## config.mk

```make
export PLATFORM = sky130hd
export DESIGN_NAME = if_fetch_unit
export DESIGN_NICKNAME = d
export VERILOG_FILES = /design/src/rtl/if_pkg.sv /design/src/rtl/if_inst_fifo.sv /design/src/rtl/if_fetch_unit.sv
export SDC_FILE = /design/constraint.sdc
export NUM_CORES = 1
export LEC_CHECK = 0
export BUFFER_PORTS_ARGS = -buffer_cell sky130_fd_sc_hd__buf_2
export CELL_PAD_IN_SITES_DETAIL_PLACEMENT = 1
export CELL_PAD_IN_SITES_GLOBAL_PLACEMENT = 2
export CORE_MARGIN = 5
export CORE_UTILIZATION = 30
export DETAILED_ROUTE_END_ITERATION = 8
export GPL_TIMING_DRIVEN = 1
export MAX_ROUTING_LAYER = met4
export PLACE_DENSITY_LB_ADDON = 0.1
export RECOVER_POWER = 25
export SLEW_MARGIN = 20
export SYNTH_ARGS = -nofsm -noshare
export SYNTH_HDL_FRONTEND = slang
export SYNTH_HIERARCHICAL = 1
export SYNTH_SLANG_ARGS = --single-unit
```

## constraint.sdc

```tcl
create_clock -name clk_i -period 19.4 [get_ports clk_i]
set_input_delay 1.94 -clock clk_i [delete_from_list [all_inputs] [get_ports clk_i]]
set_output_delay 1.94 -clock clk_i [all_outputs]
set_load 0.01 [all_outputs]
```

## src/rtl/if_pkg.sv

```systemverilog
// Shared definitions for the instruction-fetch front end.
//   RESET_PC_DEF : default first fetch address after reset
//   INST_BYTES   : fetch PC increment per instruction
//   if_entry_t   : one buffered fetch result {pc, inst, adel}
package if_pkg;

    localparam logic [31:0] RESET_PC_DEF = 32'hBFC0_0000;
    localparam int unsigned INST_BYTES   = 4;

    typedef struct packed {
        logic [31:0] pc;
        logic [31:0] inst;
        logic        adel;
    } if_entry_t;

endpackage

```

## src/rtl/if_inst_fifo.sv

```systemverilog
// Small synchronous FIFO holding fetched instruction entries.
// Ports:
//   clk_i, rst_i : clock, synchronous active-low reset
//   push         : write push_entry at the tail (caller guarantees space)
//   pop          : drop the head entry (ignored when empty)
//   flush        : empty the FIFO; wins over push and pop
//   push_entry   : entry to write
//   count        : number of valid entries (0..FIFO_DEPTH)
//   head         : oldest entry, all-zero when empty
module if_inst_fifo
    import if_pkg::*;
#(
    parameter int FIFO_DEPTH = 2
) (
    input  logic                          clk_i,
    input  logic                          rst_i,
    input  logic                          push,
    input  logic                          pop,
    input  logic                          flush,
    input  if_entry_t                     push_entry,
    output logic [$clog2(FIFO_DEPTH):0]   count,
    output if_entry_t                     head
);

    localparam int AW = $clog2(FIFO_DEPTH);
    localparam logic [AW-1:0] PTR_ONE = AW'(1);
    localparam logic [AW:0]   CNT_ONE = (AW+1)'(1);

    if_entry_t       mem [FIFO_DEPTH];
    logic [AW-1:0]   rd_ptr;
    logic [AW-1:0]   wr_ptr;
    logic            pop_ok;

    assign pop_ok = pop & (count != '0);

    always_ff @(posedge clk_i) begin
        if (!rst_i || flush) begin
            rd_ptr <= '0;
            wr_ptr <= '0;
            count  <= '0;
        end else begin
            if (push) begin
                wr_ptr <= wr_ptr + PTR_ONE;
            end
            if (pop_ok) begin
                rd_ptr <= rd_ptr + PTR_ONE;
            end
            case ({push, pop_ok})
                2'b10:   count <= count + CNT_ONE;
                2'b01:   count <= count - CNT_ONE;
                default: count <= count;
            endcase
        end
    end

    // Storage needs no reset: count gates visibility of every slot.
    always_ff @(posedge clk_i) begin
        if (push && rst_i && !flush) begin
            mem[wr_ptr] <= push_entry;
        end
    end

    assign head = (count != '0) ? mem[rd_ptr] : '0;

endmodule

```

## src/rtl/if_fetch_unit.sv

```systemverilog
// Instruction-fetch front end: owns the fetch PC, issues ROM reads, tags each
// returned word with its PC and buffers it for decode (valid/ready).
// Optional build macro: IF_ADDR_ERR_EN -- misaligned fetch PCs produce an
// address-error entry instead of a ROM read and halt fetch until a redirect.
// Ports:
//   clk_i, rst_i     : clock, synchronous active-low reset
//   rom_ce_o         : ROM read request this cycle
//   rom_addr_o       : word-aligned ROM byte address (driven every cycle)
//   rom_data_i       : ROM data, valid one cycle after the request
//   redirect_i       : flush front end and restart at redirect_pc_i
//   redirect_pc_i    : restart address
//   id_valid_o       : head entry valid
//   id_ready_i       : decode accepts the head
//   id_inst_o/pc_o   : head instruction word and its PC (0 when empty)
//   id_adel_o        : head entry carries an address-error-load exception
module if_fetch_unit
    import if_pkg::*;
#(
    parameter logic [31:0] RESET_PC   = RESET_PC_DEF,
    parameter int          FIFO_DEPTH = 2
) (
    input  logic        clk_i,
    input  logic        rst_i,
    output logic        rom_ce_o,
    output logic [31:0] rom_addr_o,
    input  logic [31:0] rom_data_i,
    input  logic        redirect_i,
    input  logic [31:0] redirect_pc_i,
    output logic        id_valid_o,
    input  logic        id_ready_i,
    output logic [31:0] id_inst_o,
    output logic [31:0] id_pc_o,
    output logic        id_adel_o
);

    localparam int CW = $clog2(FIFO_DEPTH) + 1;
    localparam logic [CW:0] DEPTH_V = (CW+1)'(FIFO_DEPTH);

    logic [31:0]   pc_q;
    logic [31:0]   req_pc_q;
    logic          inflight_q;
    logic          halt_q;
    logic [CW-1:0] count;
    logic [CW:0]   occupancy;
    logic          pop;
    logic          credit_ok;
    logic          issue;
    logic          rom_req;
    logic          adel_push;
    logic          push;
    if_entry_t     push_entry;
    if_entry_t     head;

    assign pop = id_valid_o & id_ready_i;

    // Entries held plus the word still on its way back, net of this cycle's pop.
    assign occupancy = {1'b0, count}
                     + {{CW{1'b0}}, inflight_q}
                     - {{CW{1'b0}}, pop};
    assign credit_ok = occupancy < DEPTH_V;
    assign issue     = ~redirect_i & ~halt_q & credit_ok;

`ifdef IF_ADDR_ERR_EN
    logic misaligned;
    assign misaligned = pc_q[1:0] != 2'b00;
    assign rom_req    = issue & ~misaligned;
    assign adel_push  = issue & misaligned;

    always_ff @(posedge clk_i) begin
        if (!rst_i || redirect_i) begin
            halt_q <= 1'b0;
        end else if (adel_push) begin
            halt_q <= 1'b1;
        end
    end
`else
    assign rom_req   = issue;
    assign adel_push = 1'b0;
    assign halt_q    = 1'b0;
`endif

    assign rom_ce_o   = rom_req & rst_i;
    assign rom_addr_o = {pc_q[31:2], 2'b00};

    // A response landing in a redirect cycle is stale and is dropped. The
    // address-error push can only follow a redirect/reset, so it never
    // collides with a ROM response.
    assign push = (inflight_q & ~redirect_i) | adel_push;

    always_comb begin
        push_entry = '0;
        if (inflight_q) begin
            push_entry.pc   = req_pc_q;
            push_entry.inst = rom_data_i;
            push_entry.adel = 1'b0;
        end else begin
            push_entry.pc   = pc_q;
            push_entry.inst = 32'h0;
            push_entry.adel = adel_push;
        end
    end

    always_ff @(posedge clk_i) begin
        if (!rst_i) begin
            pc_q       <= RESET_PC;
            req_pc_q   <= '0;
            inflight_q <= 1'b0;
        end else if (redirect_i) begin
            pc_q       <= redirect_pc_i;
            inflight_q <= 1'b0;
        end else begin
            inflight_q <= rom_req;
            if (rom_req) begin
                pc_q     <= pc_q + INST_BYTES;
                req_pc_q <= pc_q;
            end
        end
    end

    if_inst_fifo #(
        .FIFO_DEPTH (FIFO_DEPTH)
    ) u_fifo (
        .clk_i      (clk_i),
        .rst_i      (rst_i),
        .push       (push),
        .pop        (pop),
        .flush      (redirect_i),
        .push_entry (push_entry),
        .count      (count),
        .head       (head)
    );

    assign id_valid_o = count != '0;
    assign id_inst_o  = head.inst;
    assign id_pc_o    = head.pc;

`ifdef IF_ADDR_ERR_EN
    assign id_adel_o = head.adel;
`else
    logic unused_adel;
    assign unused_adel = head.adel;
    assign id_adel_o   = 1'b0;
`endif

endmodule

```

==> impl_metrics.prom <==
# TYPE chip_impl_metric gauge
chip_impl_info{name="run_status",value="finished, violations left"} 1
chip_impl_info{name="failed_checks",value="max-capacitance violations, max-slew violations"} 1
chip_impl_info{name="critical_path.top_delay_family",value="simple AND/OR/NAND/NOR gates"} 1
chip_impl_info{name="cts-root-buf",value="sky130_fd_sc_hd__clkbuf_16"} 1
chip_impl_metric{name="max_incr_delay_on_cp",unit="ns"} 0.59
chip_impl_metric{name="total_negative_setup_slack",unit="ns"} 0
chip_impl_metric{name="relative_area_change_from_synthesis_to_final_layout",unit="%"} 17.3
chip_impl_metric{name="numClockSinks",unit=""} 198
chip_impl_metric{name="cp_data_arrival_time",unit="ns"} 4.48
chip_impl_metric{name="post_drt_via_cell_ratio",unit=""} 4.65
chip_impl_metric{name="route.detailed.wl_per_inst",unit="um"} 18.5
chip_impl_metric{name="timing.final.hold_violations",unit=""} 0
chip_impl_metric{name="cp_data_required_time",unit="ns"} 17.46
chip_impl_metric{name="worst_hold_path.num_cells",unit=""} 2
chip_impl_metric{name="irDropWorstVdd",unit="V"} 0.0000472
chip_impl_metric{name="route.detailed.drc",unit=""} 0
chip_impl_info{name="cts_tree",value="yes"} 1
chip_impl_metric{name="number_of_cts_inserted_buffers",unit=""} 17
chip_impl_metric{name="reg2reg_setup_slack",unit="ns"} 15.04
chip_impl_metric{name="die_width",unit="um"} 183
chip_impl_metric{name="synth.cell_area",unit="sq mm"} 0.00896
chip_impl_metric{name="htree_levels",unit=""} 4
chip_impl_metric{name="path_clk_slew",unit="ns"} 0.07
chip_impl_info{name="hold_path_end",value="req_pc_q[0]"} 1
chip_impl_metric{name="post_cts_resize_count",unit=""} 0
chip_impl_metric{name="post-dp-hpwl",unit="um"} 16000
chip_impl_info{name="r2r-start",value="inflight_q"} 1
chip_impl_metric{name="vias",unit=""} 6042
chip_impl_metric{name="number_of_drc_markers_after_the_initial_detailed_route_iteration",unit=""} 184
chip_impl_metric{name="die_height",unit="um"} 183
chip_impl_metric{name="actual_transition_at_the_worst_max_transition_pin",unit="ns"} 3.48
chip_impl_metric{name="clk_path_buf_depth",unit=""} 2
chip_impl_info{name="critical_r2r_capture",value="u_fifo/mem[0][25]"} 1
chip_impl_info{name="timing_worst_setup_path_type",value="in2out"} 1
chip_impl_metric{name="detail-route-antenna-nets",unit=""} 0
chip_impl_metric{name="yosys_warnings",unit=""} 6
chip_impl_metric{name="grt_first_pass_wirelength",unit="um"} 37600
chip_impl_metric{name="pin_count_of_the_biggest_net_entering_global_routing",unit=""} 74
chip_impl_metric{name="pre_cts_ws",unit="ns"} 12.98
chip_impl_metric{name="gpl.final_weighted_congestion",unit=""} 0.720
chip_impl_metric{name="syn-instance-count",unit=""} 782
chip_impl_metric{name="layout_worst_path_cycle_share",unit=""} 0.331
chip_impl_metric{name="final_cells",unit=""} 1298
chip_impl_metric{name="std_cell_rows",unit=""} 63
chip_impl_info{name="hold_class",value="reg2reg"} 1
chip_impl_metric{name="total_global_routing_track_utilization",unit=""} 0.148
chip_impl_metric{name="syn_avg_cell_area",unit="sq um"} 11.5
chip_impl_metric{name="initial_antenna_violation_count",unit=""} 0
chip_impl_metric{name="detailedRoute.firstPassIterationCount",unit=""} 4
chip_impl_metric{name="maxSlewHeadroom",unit=""} -1.32
chip_impl_metric{name="floorplan.initialDensity",unit=""} 0.303
chip_impl_metric{name="stdcell_area",unit="sq mm"} 0.0105
chip_impl_metric{name="first_global_vias",unit=""} 6564
chip_impl_metric{name="portBuffers",unit=""} 163
chip_impl_metric{name="placed_area",unit="sq mm"} 0.00989
chip_impl_metric{name="n_fill_cell",unit=""} 3280
chip_impl_metric{name="core_region_area",unit="sq mm"} 0.0296
chip_impl_metric{name="slew_viol_final",unit=""} 69
chip_impl_info{name="crit_path_start_kind",value="primary input"} 1
chip_impl_metric{name="power_leakage",unit="nW"} 3.86
chip_impl_metric{name="clock_skew",unit="ns"} 0.00992
chip_impl_metric{name="worst_slack",unit="ns"} 12.98
chip_impl_metric{name="postCtsHoldBufs",unit=""} 0
chip_impl_metric{name="power_density",unit="mW/mm^2"} 86.1
chip_impl_metric{name="globalRouteOverflowTotal",unit=""} 0
chip_impl_metric{name="wl",unit="um"} 24000
chip_impl_metric{name="cts_post_setup_buffers_inserted",unit=""} 0
chip_impl_info{name="setup_repair_after_global_routing_missed_its_margin",value="false"} 1
chip_impl_metric{name="design.portCount",unit=""} 167
chip_impl_metric{name="max-cap-violations",unit=""} 1
chip_impl_info{name="end_kind",value="output pin"} 1
chip_impl_metric{name="maxClockFrequency",unit="GHz"} 0.156
chip_impl_metric{name="place.detailed.instances",unit=""} 1266
chip_impl_metric{name="critical_path.max_fanout",unit=""} 10
chip_impl_info{name="path_cells",value="buf_2 -> and2_1 -> ha_1 -> nand2b_1 -> fa_1 -> xnor2_1 -> nand2_1 -> nor2_2 -> and2_1 -> buf_2"} 1
chip_impl_metric{name="insertedDiodeCount",unit=""} 0
chip_impl_metric{name="nNetsFinal",unit=""} 967
chip_impl_metric{name="minimum_clock_period",unit="ns"} 6.42
chip_impl_metric{name="floorplan.die_area",unit="sq mm"} 0.0334
chip_impl_metric{name="clock_latency",unit="ns"} 0.43
chip_impl_metric{name="r2r_cells",unit=""} 5
chip_impl_metric{name="setup_viol",unit=""} 0
chip_impl_metric{name="worst_path_bufs_invs",unit=""} 2
chip_impl_info{name="worst_path_max_delay_cell",value="sky130_fd_sc_hd__xnor2_1"} 1
chip_impl_info{name="timing.hold.worst.start",value="req_pc_q[0]"} 1
chip_impl_metric{name="drive_above_1_share",unit=""} 0.246
==> layout by cell type, fill, tap and decap left out, types with 3 or more instances in the layout <==
cell	count
sky130_fd_sc_hd__clkbuf_16	17
sky130_fd_sc_hd__xnor2_1	21
sky130_fd_sc_hd__mux2i_1	68
sky130_fd_sc_hd__nand2_1	87
sky130_fd_sc_hd__nor2b_1	4
sky130_fd_sc_hd__o21ai_0	23
sky130_fd_sc_hd__xor2_1	9
sky130_fd_sc_hd__nand3_1	11
sky130_fd_sc_hd__mux2_2	6
sky130_fd_sc_hd__bufinv_16	3
sky130_fd_sc_hd__a21boi_0	33
sky130_fd_sc_hd__inv_6	4
sky130_fd_sc_hd__o211ai_1	6
sky130_fd_sc_hd__conb_1	3
sky130_fd_sc_hd__nor3_1	3
sky130_fd_sc_hd__a21oi_1	20
sky130_fd_sc_hd__mux2_1	23
sky130_fd_sc_hd__buf_4	11
sky130_fd_sc_hd__nand4_1	14
sky130_fd_sc_hd__and2_0	21
sky130_fd_sc_hd__buf_2	163
sky130_fd_sc_hd__and4_1	5
sky130_fd_sc_hd__edfxtp_1	128
sky130_fd_sc_hd__and2_1	18
sky130_fd_sc_hd__inv_1	10
sky130_fd_sc_hd__nor2_1	79
sky130_fd_sc_hd__ha_1	3
sky130_fd_sc_hd__and3_1	4
sky130_fd_sc_hd__nor4_1	11
sky130_fd_sc_hd__dfxtp_1	69
==> how the worst max path moves through the flow <==
stage | slack (ns) | start | depth (start not counted) | endpoint
2_1_floorplan | 11.86 | redirect_i | 5 | u_fifo/mem[0][10]
3_3_place_gp | 13.06 | id_ready_i | 10 | rom_ce_o
3_5_place_dp | 12.98 | id_ready_i | 10 | rom_ce_o
4_1_cts | 12.94 | id_ready_i | 10 | rom_ce_o
5_1_grt | 12.76 | id_ready_i | 10 | rom_ce_o
6_report | 12.98 | id_ready_i | 10 | rom_ce_o
==> power breakdown <==
part / total [mW] / switching (mW) / leakage (nW) / internal (mW)
sequential: 0.470 / 0.0116 / 1.80 / 0.458
clock: 0.373 / 0.166 / 0.298 / 0.207
combinational: 0.0615 / 0.0361 / 1.77 / 0.0254
total: 0.904 / 0.214 / 3.86 / 0.691
==> registers in the layout, summed over array words and instances, names as in the netlist, named ones only <==
name,count
pc_q,32
inflight_q,1
u_fifo/mem,128
u_fifo/rd_ptr,1
u_fifo/wr_ptr,1
req_pc_q,32
u_fifo/count,2
==> routing by layer <==
metal  up-vias  track usage  share of wire  wire [um]
met5         -            -              0          0
met4         0       0.0340          0.010        240
met3        15       0.0248          0.033        792
met2       120        0.246           0.49      11600
met1      2970        0.192           0.47      11300
li1       2937            -              -          -
==> stage by stage <==
step	power (mW)	util	hold slack, ns
floorplan	0.521	-	0.440
global route	0.947	0.355	0.490
finish	0.904	0.355	0.463
global placement	0.542	0.335	0.448
detailed placement	0.544	0.335	0.457
CTS	0.922	0.355	0.469
==> tightest hold or removal path, stage by stage (launching register included) <==
cell and delay [ns]:
sky130_fd_sc_hd__dfxtp_1 0.31, sky130_fd_sc_hd__nand2_1 0.04, sky130_fd_sc_hd__a21boi_0 0.06
==> layout make-up <==
cell class / count / area [sq um] / share of cell area
clock inverters: 15 / 190 / 0.0181
well taps: 390 / 488 / 0.0465
repair buffers: 175 / 902 / 0.0859
flip-flops and latches: 198 / 5250 / 0.500
clock buffers: 17 / 425 / 0.0405
inverters: 10 / 37.5 / 0.00357
multi-input cells: 493 / 3210 / 0.306
No activity file was read; power rests on OpenSTA's default activity.
